==> config.mk <==
export PLATFORM = sky130hd
export DESIGN_NAME = alu_arbiter
export DESIGN_NICKNAME = d
export VERILOG_FILES = /design/src/rtl/alu_arbiter.sv
export SDC_FILE = /design/constraint.sdc
export NUM_CORES = 1
export LEC_CHECK = 0
export CORE_ASPECT_RATIO = 1.75
export CORE_UTILIZATION = 36
export CTS_BUF_LIST = sky130_fd_sc_hd__clkbuf_4
export CTS_CLUSTER_SIZE = 40
export DETAILED_ROUTE_END_ITERATION = 8
export PLACE_DENSITY = 0.77
export SETUP_SLACK_MARGIN = 0.3
export SLEW_MARGIN = 20
export SYNTH_ARGS = -nofsm -noshare
export SYNTH_HDL_FRONTEND = slang
export SYNTH_SLANG_ARGS = --single-unit
==> constraint.sdc <==
create_clock -name clk -period 3.35 [get_ports clk]
set_input_delay 0.5025 -clock clk [delete_from_list [all_inputs] [get_ports clk]]
set_output_delay 0.5025 -clock clk [all_outputs]
set_load 0.05 [all_outputs]
==> src/rtl/alu_arbiter.sv <==
// Round-robin arbiter and sequencer sharing one external combinational ALU
// between two requesters. IDLE accepts, EXEC drives the ALU, RESP holds the result.
module alu_arbiter #(
  parameter int WIDTH = 32
) (
  input  logic             clk,
  input  logic             rst,
  input  logic             req_valid0,
  input  logic             req_valid1,
  output logic             req_ready0,
  output logic             req_ready1,
  input  logic [WIDTH-1:0] req_a0,
  input  logic [WIDTH-1:0] req_a1,
  input  logic [WIDTH-1:0] req_b0,
  input  logic [WIDTH-1:0] req_b1,
  input  logic [2:0]       req_op0,
  input  logic [2:0]       req_op1,
  output logic [WIDTH-1:0] alu_A,
  output logic [WIDTH-1:0] alu_B,
  output logic [2:0]       alu_op,
  input  logic [WIDTH-1:0] alu_res,
  input  logic             alu_zero,
  output logic             resp_valid,
  input  logic             resp_ready,
  output logic [WIDTH-1:0] resp_res,
  output logic             resp_zero,
  output logic             resp_id,
  output logic             busy
);

  typedef enum logic [1:0] {IDLE, EXEC, RESP} state_t;

  state_t           state, state_nxt;
  logic             last_grant;
  logic             grant0, grant1, acc;
  logic [WIDTH-1:0] a_q, b_q;
  logic [2:0]       op_q;
  logic             id_q;

  // On a tie the requester not granted last wins.
  assign grant0 = req_valid0 & (~req_valid1 | last_grant);
  assign grant1 = req_valid1 & (~req_valid0 | ~last_grant);
  assign acc    = (state == IDLE) & (grant0 | grant1);

  always_ff @(posedge clk or posedge rst) begin
    if (rst) state <= IDLE;
    else     state <= state_nxt;
  end

  always_comb begin
    state_nxt = state;
    case (state)
      IDLE:    if (acc) state_nxt = EXEC;
      EXEC:    state_nxt = RESP;
      RESP:    if (resp_ready) state_nxt = IDLE;
      default: state_nxt = IDLE;
    endcase
  end

  // Ready is gated by rst so it reads 0 while reset is held, not just after it.
  always_comb begin
    req_ready0 = (state == IDLE) & grant0 & ~rst;
    req_ready1 = (state == IDLE) & grant1 & ~rst;
    resp_valid = (state == RESP);
    busy       = (state != IDLE);
  end

  always_ff @(posedge clk or posedge rst) begin
    if (rst) begin
      a_q        <= '0;
      b_q        <= '0;
      op_q       <= '0;
      id_q       <= 1'b0;
      last_grant <= 1'b1;
      resp_res   <= '0;
      resp_zero  <= 1'b0;
      resp_id    <= 1'b0;
    end else begin
      if (acc) begin
        a_q        <= grant1 ? req_a1  : req_a0;
        b_q        <= grant1 ? req_b1  : req_b0;
        op_q       <= grant1 ? req_op1 : req_op0;
        id_q       <= grant1;
        last_grant <= grant1;
      end
      if (state == EXEC) begin
        resp_res  <= alu_res;
        resp_zero <= alu_zero;
        resp_id   <= id_q;
      end
    end
  end

  // ALU is fed only from the operand registers so it holds steady outside EXEC.
  assign alu_A  = a_q;
  assign alu_B  = b_q;
  assign alu_op = op_q;

endmodule

# == After elaboration in Yosys (flattened, before gate mapping) ==
# Index checks and enable logic that the tools add are counted.
# totals
ff_bits,105
inputBits,172
out_inout_bits,105
elab_cells,36
# classes
n_eq_ne,4
n_mux,6
bitwise_logic,14
n_reduce_logical,3
# ops
operator,count
$mux 32,2
$and 1x1->1,7
$pmux 2 s3,1
$mux 2,2
$not 1->1,4
$mux 3,1
$or 1x1->1,3
$eq 2x1->1 const B,1
$eq 2x2->1 const B,1
$logic_not 2->1,1
$ne 2x1->1 const B,1
$ne 2x2->1 const B,1
$reduce_and 2->1,1
$reduce_bool 2->1,1

# == Longest topological paths before layout ==
# Gate-level depths: netlist of the first run.
# depth
word_depth,7
ltp_mapped,6
ltp_nobuf,3

# == Worst setup path before layout of the first run ==
# Ideal clock, no wire load.
# synth_timing
kind,input to output
from,in req_valid1
to,out req_ready1
arrival_time_ns,2.168
required_time_ns,2.847
path_slack_ns,0.679
stages,5
cell_sequence,a21bo_1 buf_6 buf_6 buf_6 nor3_1
# synth_via
elab_chain_cells,3
# synth_lines
item,line_no,source
start: declaration,9,"input logic req_valid1,"
$and 1x1->1,42,assign grant1 = req_valid1 & (~req_valid0 | ~last_grant);
$and 1x1->1 (2 in a row),63,req_ready1 = (state == IDLE) & grant1 & ~rst;
end: declaration,11,"output logic req_ready1,"
# No other way between the ends.

# == Worst setup path after layout of the first run ==
# layout_timing
from,reg state[0]
to,out req_ready0
# layout_via
elab_chain_cells,3
# layout_lines
item,line_no,source
start: declaration,33,"state_t state, state_nxt;"
start signal: assignment,47,else state <= state_nxt;
$logic_not 2->1,62,req_ready0 = (state == IDLE) & grant0 & ~rst;
$and 1x1->1 (2 in a row),62,
end: declaration,10,"output logic req_ready0,"
# No other way between the ends.

==> out/metrics.yaml, run 1 <==
netlist_area_um2: 4790
cpMaxStageDelayCell: "clkdlybuf4s50_1"
maxCapViolCount: 0
die-area_um2: 13800
leakage_uw: 0.00320
antenna_left: 0
grt_pass1_vias: 3908
fp.dieW_um: 89.2
critPathLaunchType: "flop"
postCtsHoldBufs: 0
drt_iter0_markers: 58
synth.yosys.warnings: 0
postCtsSetupBuffers: 0
swShare: 0.486
cp_max_fo: 4
wl_um: 13200
vdd_drop_max_v: 0.000550
cts_tree: "yes"
wl_per_cell_um: 17.3
ioPinCount: 277
setup_viol: 0
drcViolationCount: 0
synth_nets: 482
slew_viol_final: 0
avgSynthCellArea_um2: 15.5
synth_cell_types: 18
yosys_register_bits: 105
portBuffers: 276
p_sw_uw: 4040
htree_num_levels: 3
fin_tns_setup_ns: 0
status: "finished, final reports clean"
hpwlAfterDp_um: 10400
place_congestion: 0.795
cts_made_buffers: 9
nets: 755
grt.overflow.total: 0
core_um2: 12900
cp.required_ns: 2.85
synth_cells: 310
pwr-share-clk: 0.071
ys_seq_area_frac: 0.549
worstReg2RegStart: "last_grant"
fp.dieH_um: 155
insertion_delay_ns: 0.45
critPathKind: "reg -> out"
internal-power_uw: 4280
drive_above_1_share: 0.330
gr-usage-all-layers: 0.192
clock_sinks: 105
pwr-share-comb: 0.658
p_seq_frac: 0.271
fin_crit_sh: 0.856
stdcell_count: 760
r2r_end: "alu_A[20]"
fmax_mhz: 349
min_path_type: "in -> async"
pwr_density_cell_nw_per_um2: 1060
rsz0062_at_grt: "false"
cp-end-kind: "output pin"
grt_max_degree: 53
dp.cells: 743
clock_skew_ns: 0.0250
tightest_slew_ns: 0.570
fin_area_um2: 7870
reg2reg_depth: 4
clk_path_buf_depth: 2
grt_pass1_wl_um: 19700
rrSetupSlack_ns: 1.30
clk_pin_slew_ns: 0.17
placed_cell_area_um2: 7740
min_period_ns: 2.87
firstDrtPassIters: 3
cp.arrival_ns: 2.36
vias: 3615
ctsResizeCount: 0
crit_chain: "nor2_1 > inv_1 > nor3_1 > clkdlybuf4s50_1"
cts-root-buf: "clkbuf_4"
crit_path_max_incr_delay_ns: 0.83
initial_core_util: 0.370
relSlewSlack: 0.619
via_per_inst: 4.76
antenna_found_initial: 1
rows: 55
finalHoldViolCount: 0
area.growth.synth_to_final_pct: 64.2
worst max-delay path by stage:
stage                       endpoint  depth (start not counted)       start  slack, ns
after global routing      req_ready0                          4    state[0]       0.33
after floorplan           req_ready1                          5  req_valid1       0.68
after global placement    req_ready0                          4  req_valid0       0.70
final                     req_ready0                          4    state[0]       0.48
after CTS                 req_ready0                          4    state[0]       0.43
after detailed placement  req_ready0                          4  req_valid0       0.71
cell usage after synthesis:
| master | n | share of area |
|---|---|---|
| buf_4 | 1 | 0.0016 |
| clkbuf_1 | 1 | 0.00078 |
| a21oi_1 | 1 | 0.0010 |
| mux2_4 | 16 | 0.050 |
| a21bo_1 | 1 | 0.0021 |
| o21a_1 | 1 | 0.0016 |
| nor2_1 | 1 | 0.00078 |
| buf_2 | 15 | 0.016 |
| o22ai_1 | 1 | 0.0013 |
| mux2_2 | 152 | 0.36 |
| dfstp_2 | 1 | 0.0055 |
| nor3_1 | 2 | 0.0021 |
| a31oi_1 | 1 | 0.0013 |
| buf_6 | 3 | 0.0071 |
| dfrtp_1 | 104 | 0.54 |
| inv_1 | 5 | 0.0039 |
| nand2b_1 | 2 | 0.0026 |
| o21ai_0 | 2 | 0.0021 |
state kept, by name, summed over array words and instances (netlist names):
| register | flops |
|---|---|
| alu_A | 32 |
| resp_res | 32 |
| alu_op | 3 |
| id_q | 1 |
| resp_zero | 1 |
| alu_B | 32 |
| last_grant | 1 |
| resp_id | 1 |
| state | 2 |
layout by cell type (no fill, tap or decap), drive strengths merged, types with 2 or more instances in the layout:
cell             n
clkdlybuf4s50  275
mux2           168
dfrtp          104
clkbuf           9
inv              7
buf              7
clkinv           4
nand2b           2
o21ai            2
nor3             2
per-stage QoR:
step | hold WS [ns] | setup WS, ns | power [µW] | utilization
floorplan | 0.481 | 0.679 | 5920 | -
global placement | 0.486 | 0.704 | 7720 | 0.599
detailed placement | 0.495 | 0.709 | 7820 | 0.599
CTS | 0.449 | 0.426 | 8420 | 0.608
global route | 0.515 | 0.328 | 8700 | 0.608
finish | 0.485 | 0.484 | 8320 | 0.608
final cells by class:
class	count	area, µm²
fillers	1090	5070
clock buffers	9	67.6
inverters	5	22.5
well taps	171	214
diodes	1	2.50
repair buffers	282	2840
flip-flops and latches	105	2630
clock inverters	7	51.3
multi-input cells	180	2040
kinds of logic (layout without fill, tap and decap cells):
group                  count (synthesis)  after routing  synth area share
buffers and inverters                 25            303            0.0290
and+or+nand+nor                        5              5           0.00548
other                                  0              1                 0
AOI/OAI and AO/OA                      7              7           0.00940
DFF                                  105            105             0.549
muxes                                168            168             0.407
metal layers:
layer | global-route usage | vias up | routed length, µm
li1 | - | 1650 | -
met1 | 0.190 | 1753 | 4370
met2 | 0.349 | 171 | 7180
met3 | 0.0448 | 41 | 931
met4 | 0.118 | 0 | 687
met5 | 0 | - | 0
worst max-delay path, delay by kind of cell, from the launching register on:
family                 cells  cell delay [ns]
and+or+nand+nor            2             0.50
buffers and inverters      2             0.98
DFF                        1             0.42
power groups by stage:
| stage | logic (µW) | clock network [µW] | registers [µW] |
|---|---|---|---|
| floorplan | 1440 | 0 | 4480 |
| global placement | 5470 | 0 | 2250 |
| detailed placement | 5530 | 0 | 2290 |
| CTS | 5530 | 628 | 2260 |
| global route | 5680 | 679 | 2340 |
| finish | 5480 | 591 | 2250 |
(Power assumes the default switching activity.)
==> run 2: changes to the inputs <==
--- a/config.mk
+++ b/config.mk
@@ -5,13 +5,14 @@
 export SDC_FILE = /design/constraint.sdc
 export NUM_CORES = 1
 export LEC_CHECK = 0
-export CORE_ASPECT_RATIO = 1.75
-export CORE_UTILIZATION = 36
+export CORE_ASPECT_RATIO = 1.5
+export CORE_UTILIZATION = 39
 export CTS_BUF_LIST = sky130_fd_sc_hd__clkbuf_4
 export CTS_CLUSTER_SIZE = 40
 export DETAILED_ROUTE_END_ITERATION = 8
-export PLACE_DENSITY = 0.77
+export PLACE_DENSITY = 0.79
 export SETUP_SLACK_MARGIN = 0.3
+export SKIP_CTS_REPAIR_TIMING = 1
 export SLEW_MARGIN = 20
 export SYNTH_ARGS = -nofsm -noshare
 export SYNTH_HDL_FRONTEND = slang
==> constraint.sdc (replaced) <==
create_clock -name clk -period 2.7 [get_ports clk]
set_input_delay 0.405 -clock clk [delete_from_list [all_inputs] [get_ports clk]]
set_output_delay 0.405 -clock clk [all_outputs]
set_load 0.05 [all_outputs]
==> run 2 against run 1 <==
Critical path depth fell by 1. Cell area rose by 0.40%. Sequential share of layout area fell by 0.13 points. Critical path type unchanged. Highest routed layer unchanged.
==> out/metrics.yaml, run 2 (synthesis gave the netlist of run 1 again) <==
pwr_density_cell_nw_per_um2: 1320  # was 1060 nW/µm²
min_period_ns: 2.27
cp.required_ns: 2.30  # was 2.85 ns
final_cell_mix: "clkdlybuf4s50_1 (273), mux2_2 (152), dfrtp_1 (104)"  # was clkdlybuf4s50_1 (275), mux2_2 (152), dfrtp_1 (104)
multi_input_area_um2: 2040  # about the same
finalHoldViolCount: 0  # unchanged
fmax_mhz: 441
htree_num_levels: 3  # unchanged
cp-end-kind: "output pin"  # unchanged
cts-root-buf: "clkbuf_4"  # unchanged
worstReg2RegStart: "last_grant"  # unchanged
hpwlAfterDp_um: 10400  # about the same
grt_pass1_wl_um: 19800  # was 19700 µm
grt.overflow.total: 0  # unchanged
ioPinCount: 277  # unchanged
rsz0062_at_grt: "false"  # unchanged
vdd_drop_max_v: 0.000828  # was 0.000550 V
utilization: 0.661  # was 0.608
rows: 49  # was 55
cp_max_fo: 3  # was 4
gr-usage-all-layers: 0.206  # was 0.192
fin_crit_sh: 0.840
drcViolationCount: 0  # unchanged
clk_path_buf_depth: 2  # unchanged
final_common_cell: "clkdlybuf4s50_1"  # unchanged
clock_skew_ns: 0.0164  # was 0.0250 ns
total_power_uw: 10400  # was 8320 µW
vias: 3613  # was 3615
critPathLaunchType: "flop"  # unchanged
detailedPlace.worstSlack_ns: 0.346  # was 0.709 ns
core_um2: 12000  # was 12900 µm²
die-area_um2: 12700  # was 13800 µm²
cts_made_buffers: 9  # unchanged
wl_per_cell_um: 17.9  # was 17.3 µm
maxCapViolCount: 0  # unchanged
drive_above_1_share: 0.335  # was 0.330
layout.area.seq_um2: 2630  # unchanged
cp.arrival_ns: 1.86  # was 2.36 ns
cp-startpoint: "state[0]"  # unchanged
clock_sinks: 105  # unchanged
place_congestion: 0.763  # was 0.795
grt_pass1_vias: 3875  # was 3908
via_per_inst: 4.88  # was 4.76
fp.dieH_um: 138  # was 155 µm
tightest_slew_ns: 0.573  # was 0.570 ns
diodes: 0  # was 1
wl_um: 13300  # was 13200 µm
min_path_type: "in -> async"  # unchanged
antenna_left: 0  # unchanged
initial_core_util: 0.401  # was 0.370
status: "finished, final reports clean"  # unchanged
fin_tns_setup_ns: 0  # unchanged
portBuffers: 276  # unchanged
cts_tree: "yes"  # unchanged
firstDrtPassIters: 4  # was 3
clk_pin_slew_ns: 0.17  # about the same
slew_viol_final: 0  # unchanged
relSlewSlack: 0.617  # was 0.619
nets: 756  # was 755
area.growth.synth_to_final_pct: 64.8  # was 64.2%
fp.dieW_um: 92.5  # was 89.2 µm
leakage_uw: 0.00323  # was 0.00320 µW
drt_iter0_markers: 75  # was 58
n_fill_cell: 940  # was 1090
antenna_found_initial: 0  # was 1
grt_max_degree: 65  # was 53
insertion_delay_ns: 0.44  # was 0.45 ns
setup_viol: 0  # unchanged
finalWorstSetupSlack_ns: 0.432  # was 0.484 ns
critPathKind: "reg -> out"  # unchanged
## run 2: cell types whose count changed in the layout (fill, tap and decap cells not counted), sizes merged
cell	before	now
inv	7	4
dlymetal6s2s	0	1
clkinv	4	2
clkdlybuf4s50	275	273
diode	1	0
bufinv	0	1
clkbuf	9	11
clkinvlp	1	2
buf	7	9
## run 2: report_power, final
part / internal, µW / switching (µW) / total [µW]
logic: 2730 / 4040 / 6780
registers: 2390 / 419 / 2810
clock network: 303 / 503 / 806
total: 5430 / 4970 / 10400
## run 2: path summary, 6_finish.rpt
kind	slack, ns	endpoint	cells after the start
max	0.43	resp_valid	3
min	0.42	alu_B[7]	2
max reg2reg	0.77	alu_B[30]	4
min reg2reg	0.52	alu_B[6]	1
max in group asynchronous	1.59	alu_B[2]	3
min in group clk	0.52	alu_B[6]	1
## run 2: metal layers
metal | routed length [µm] | GRT usage
met5 | 0 | 0
met4 | 479 | 0.103
met3 | 1080 | 0.0563
met2 | 7320 | 0.389
met1 | 4410 | 0.204
## run 2: worst max-delay path: stages (launching register included)
cell,delay [ns]
dfrtp_1,0.42
nand2b_1,0.17
inv_1,0.06
clkdlybuf4s50_1,0.79
## run 2: cell type report
class | instances | area share
multi-input cells | 180 | 0.259
repair buffers | 283 | 0.364
flip-flops and latches | 105 | 0.333
well taps | 153 | 0.0242
clock inverters | 4 | 0.00697
clock buffers | 11 | 0.0105
inverters | 5 | 0.00285
## run 2: through the flow
step | cell area [µm²] | hold WS, ns | std cells
global route | 7900 | 0.432 | 741
floorplan | 4800 | 0.475 | 310
finish | 7900 | 0.418 | 741
detailed placement | 7760 | 0.492 | 726
global placement | 7760 | 0.488 | 726
CTS | 7900 | 0.396 | 741
==> run 3: changes to the inputs <==
==> constraint.sdc (replaced) <==
create_clock -name clk -period 2.3 [get_ports clk]
set_input_delay 0.345 -clock clk [delete_from_list [all_inputs] [get_ports clk]]
set_output_delay 0.345 -clock clk [all_outputs]
set_load 0.05 [all_outputs]
==> run 3 against run 2 <==
Cell area rose by 4.9%. Largest power group unchanged. Worst setup slack got worse by 0.032 ns. Clock-buffer cell count fell by 1. Routed wire length rose by 0.24%. Die area did not move. Power rose by 19%.
==> out/metrics.yaml, run 3 (synthesis gave the netlist of run 1 again) <==
fin_crit_sh: 0.826
min_path_type: "in -> reg"  # was in -> async
critPathKind: "reg -> out"  # unchanged
relSlewSlack: 0.619  # was 0.617
cts_made_buffers: 9  # unchanged
cts_tree: "yes"  # unchanged
vdd_drop_max_v: 0.00119  # was 0.000828 V
clock_skew_ns: 0.0162  # was 0.0164 ns
vias: 3589  # was 3613
htree_num_levels: 3  # unchanged
cp_max_fo: 4  # was 3
p_sw_uw: 5840  # was 4970 µW
swShare: 0.472  # was 0.478
rsz0062_at_grt: "true"  # was false
hpwlAfterDp_um: 10200  # was 10400 µm
worstReg2RegStart: "last_grant"  # unchanged
grt_pass1_vias: 3804  # was 3875
initial_core_util: 0.401  # unchanged
finalHoldViolCount: 0  # unchanged
setup_viol: 0  # unchanged
pwr-share-comb: 0.644  # was 0.652
ioPinCount: 277  # unchanged
die-area_um2: 12700  # unchanged
place_congestion: 0.778  # was 0.763
fmax_mhz: 526
maxCapViolCount: 0  # unchanged
cp.arrival_ns: 1.55  # was 1.86 ns
final_cell_mix: "clkdlybuf4s50_1 (169), mux2_2 (152), dlymetal6s2s_1 (105)"  # was clkdlybuf4s50_1 (273), mux2_2 (152), dfrtp_1 (104)
area.growth.synth_to_final_pct: 72.9  # was 64.8%
min_period_ns: 1.90
nets: 759  # was 756
rows: 49  # unchanged
firstDrtPassIters: 4  # unchanged
tightest_slew_ns: 0.570  # was 0.573 ns
antenna_left: 0  # unchanged
grt.overflow.total: 0  # unchanged
slew_viol_final: 0  # unchanged
wl_per_cell_um: 17.9  # about the same
grt_max_degree: 70  # was 65
cp.required_ns: 1.96  # was 2.30 ns
core_um2: 12000  # unchanged
cp-end-kind: "output pin"  # unchanged
final_common_cell: "clkdlybuf4s50_1"  # unchanged
drcViolationCount: 0  # unchanged
grt_pass1_wl_um: 19200  # was 19800 µm
antenna_found_initial: 0  # unchanged
diodes: 0  # unchanged
drive_above_1_share: 0.341  # was 0.335
portBuffers: 276  # unchanged
clock_sinks: 105  # unchanged
pwr_density_cell_nw_per_um2: 1490  # was 1320 nW/µm²
cp-startpoint: "state[0]"  # unchanged
clk_path_buf_depth: 2  # unchanged
drt_iter0_markers: 67  # was 75
min-delay-start: "req_valid0"
total_power_uw: 12400  # was 10400 µW
fp.dieW_um: 92.5  # unchanged
pwr-share-clk: 0.092  # was 0.078
clk_pin_slew_ns: 0.15  # was 0.17 ns
wl_um: 13300  # about the same
fp.dieH_um: 138  # unchanged
cts-root-buf: "clkbuf_4"  # unchanged
internal-power_uw: 6530  # was 5430 µW
utilization: 0.693  # was 0.661
fin_tns_setup_ns: 0  # unchanged
leakage_uw: 0.00425  # was 0.00323 µW
p_seq_frac: 0.264  # was 0.270
via_per_inst: 4.82  # was 4.88
insertion_delay_ns: 0.44  # about the same
status: "finished, final reports clean"  # unchanged
critPathLaunchType: "flop"  # unchanged
gr-usage-all-layers: 0.199  # was 0.206
-- run 3: metal layers --
metal | vias to the layer above | track usage | wire length [µm]
li1 | 1665 | - | -
met2 | 176 | 0.386 | 7490
met3 | 21 | 0.0541 | 996
met1 | 1727 | 0.199 | 4540
met4 | 0 | 0.0755 | 296
met5 | - | 0 | 0
-- run 3: power groups by stage --
stage          sequential, µW  combinational (µW)  clock (µW)
2_1_floorplan            6520                2110           0
3_3_place_gp             3290                7930           0
3_5_place_dp             3350                8050           0
4_1_cts                  3310                8060        1190
5_1_grt                  3390                8270        1260
6_report                 3270                7960        1140
-- run 3: stage by stage --
| step | cell area, µm² | setup WS, ns | hold slack [ns] | instances |
|---|---|---|---|---|
| final | 8290 | 0.400 | 0.208 | 745 |
| after global routing | 8290 | 0.274 | 0.176 | 745 |
| after floorplan | 4800 | 0.373 | 0.415 | 310 |
| after detailed placement | 7790 | 0.154 | 0.493 | 726 |
| after global placement | 7790 | 0.202 | 0.487 | 726 |
| after CTS | 7970 | -0.0933 | 0.358 | 742 |
-- run 3: worst max-delay path, stage by stage (launching register included) --
cell and delay [ns]:
dfrtp_1 0.43, nor2_4 0.07, inv_1 0.17, dlymetal6s2s_1 0.46
-- run 3: path summary, 6_finish.rpt --
path	endpoint	cells past startpoint	slack, ns
worst min register to register	alu_B[4]	1	0.52
worst min-delay path	last_grant	2	0.21
max in group asynchronous	alu_B[9]	3	1.25
worst max-delay path	busy	3	0.40
min in group asynchronous	resp_res[28]	2	0.42
worst max register to register	alu_B[8]	4	0.52
-- run 3: cell type report --
type	count	area, µm²
inverters	5	22.5
clock inverters	6	106
fillers	870	3670
multi-input cells	180	2060
flip-flops and latches	105	2630
repair buffers	286	3200
well taps	153	191
clock buffers	10	75.1
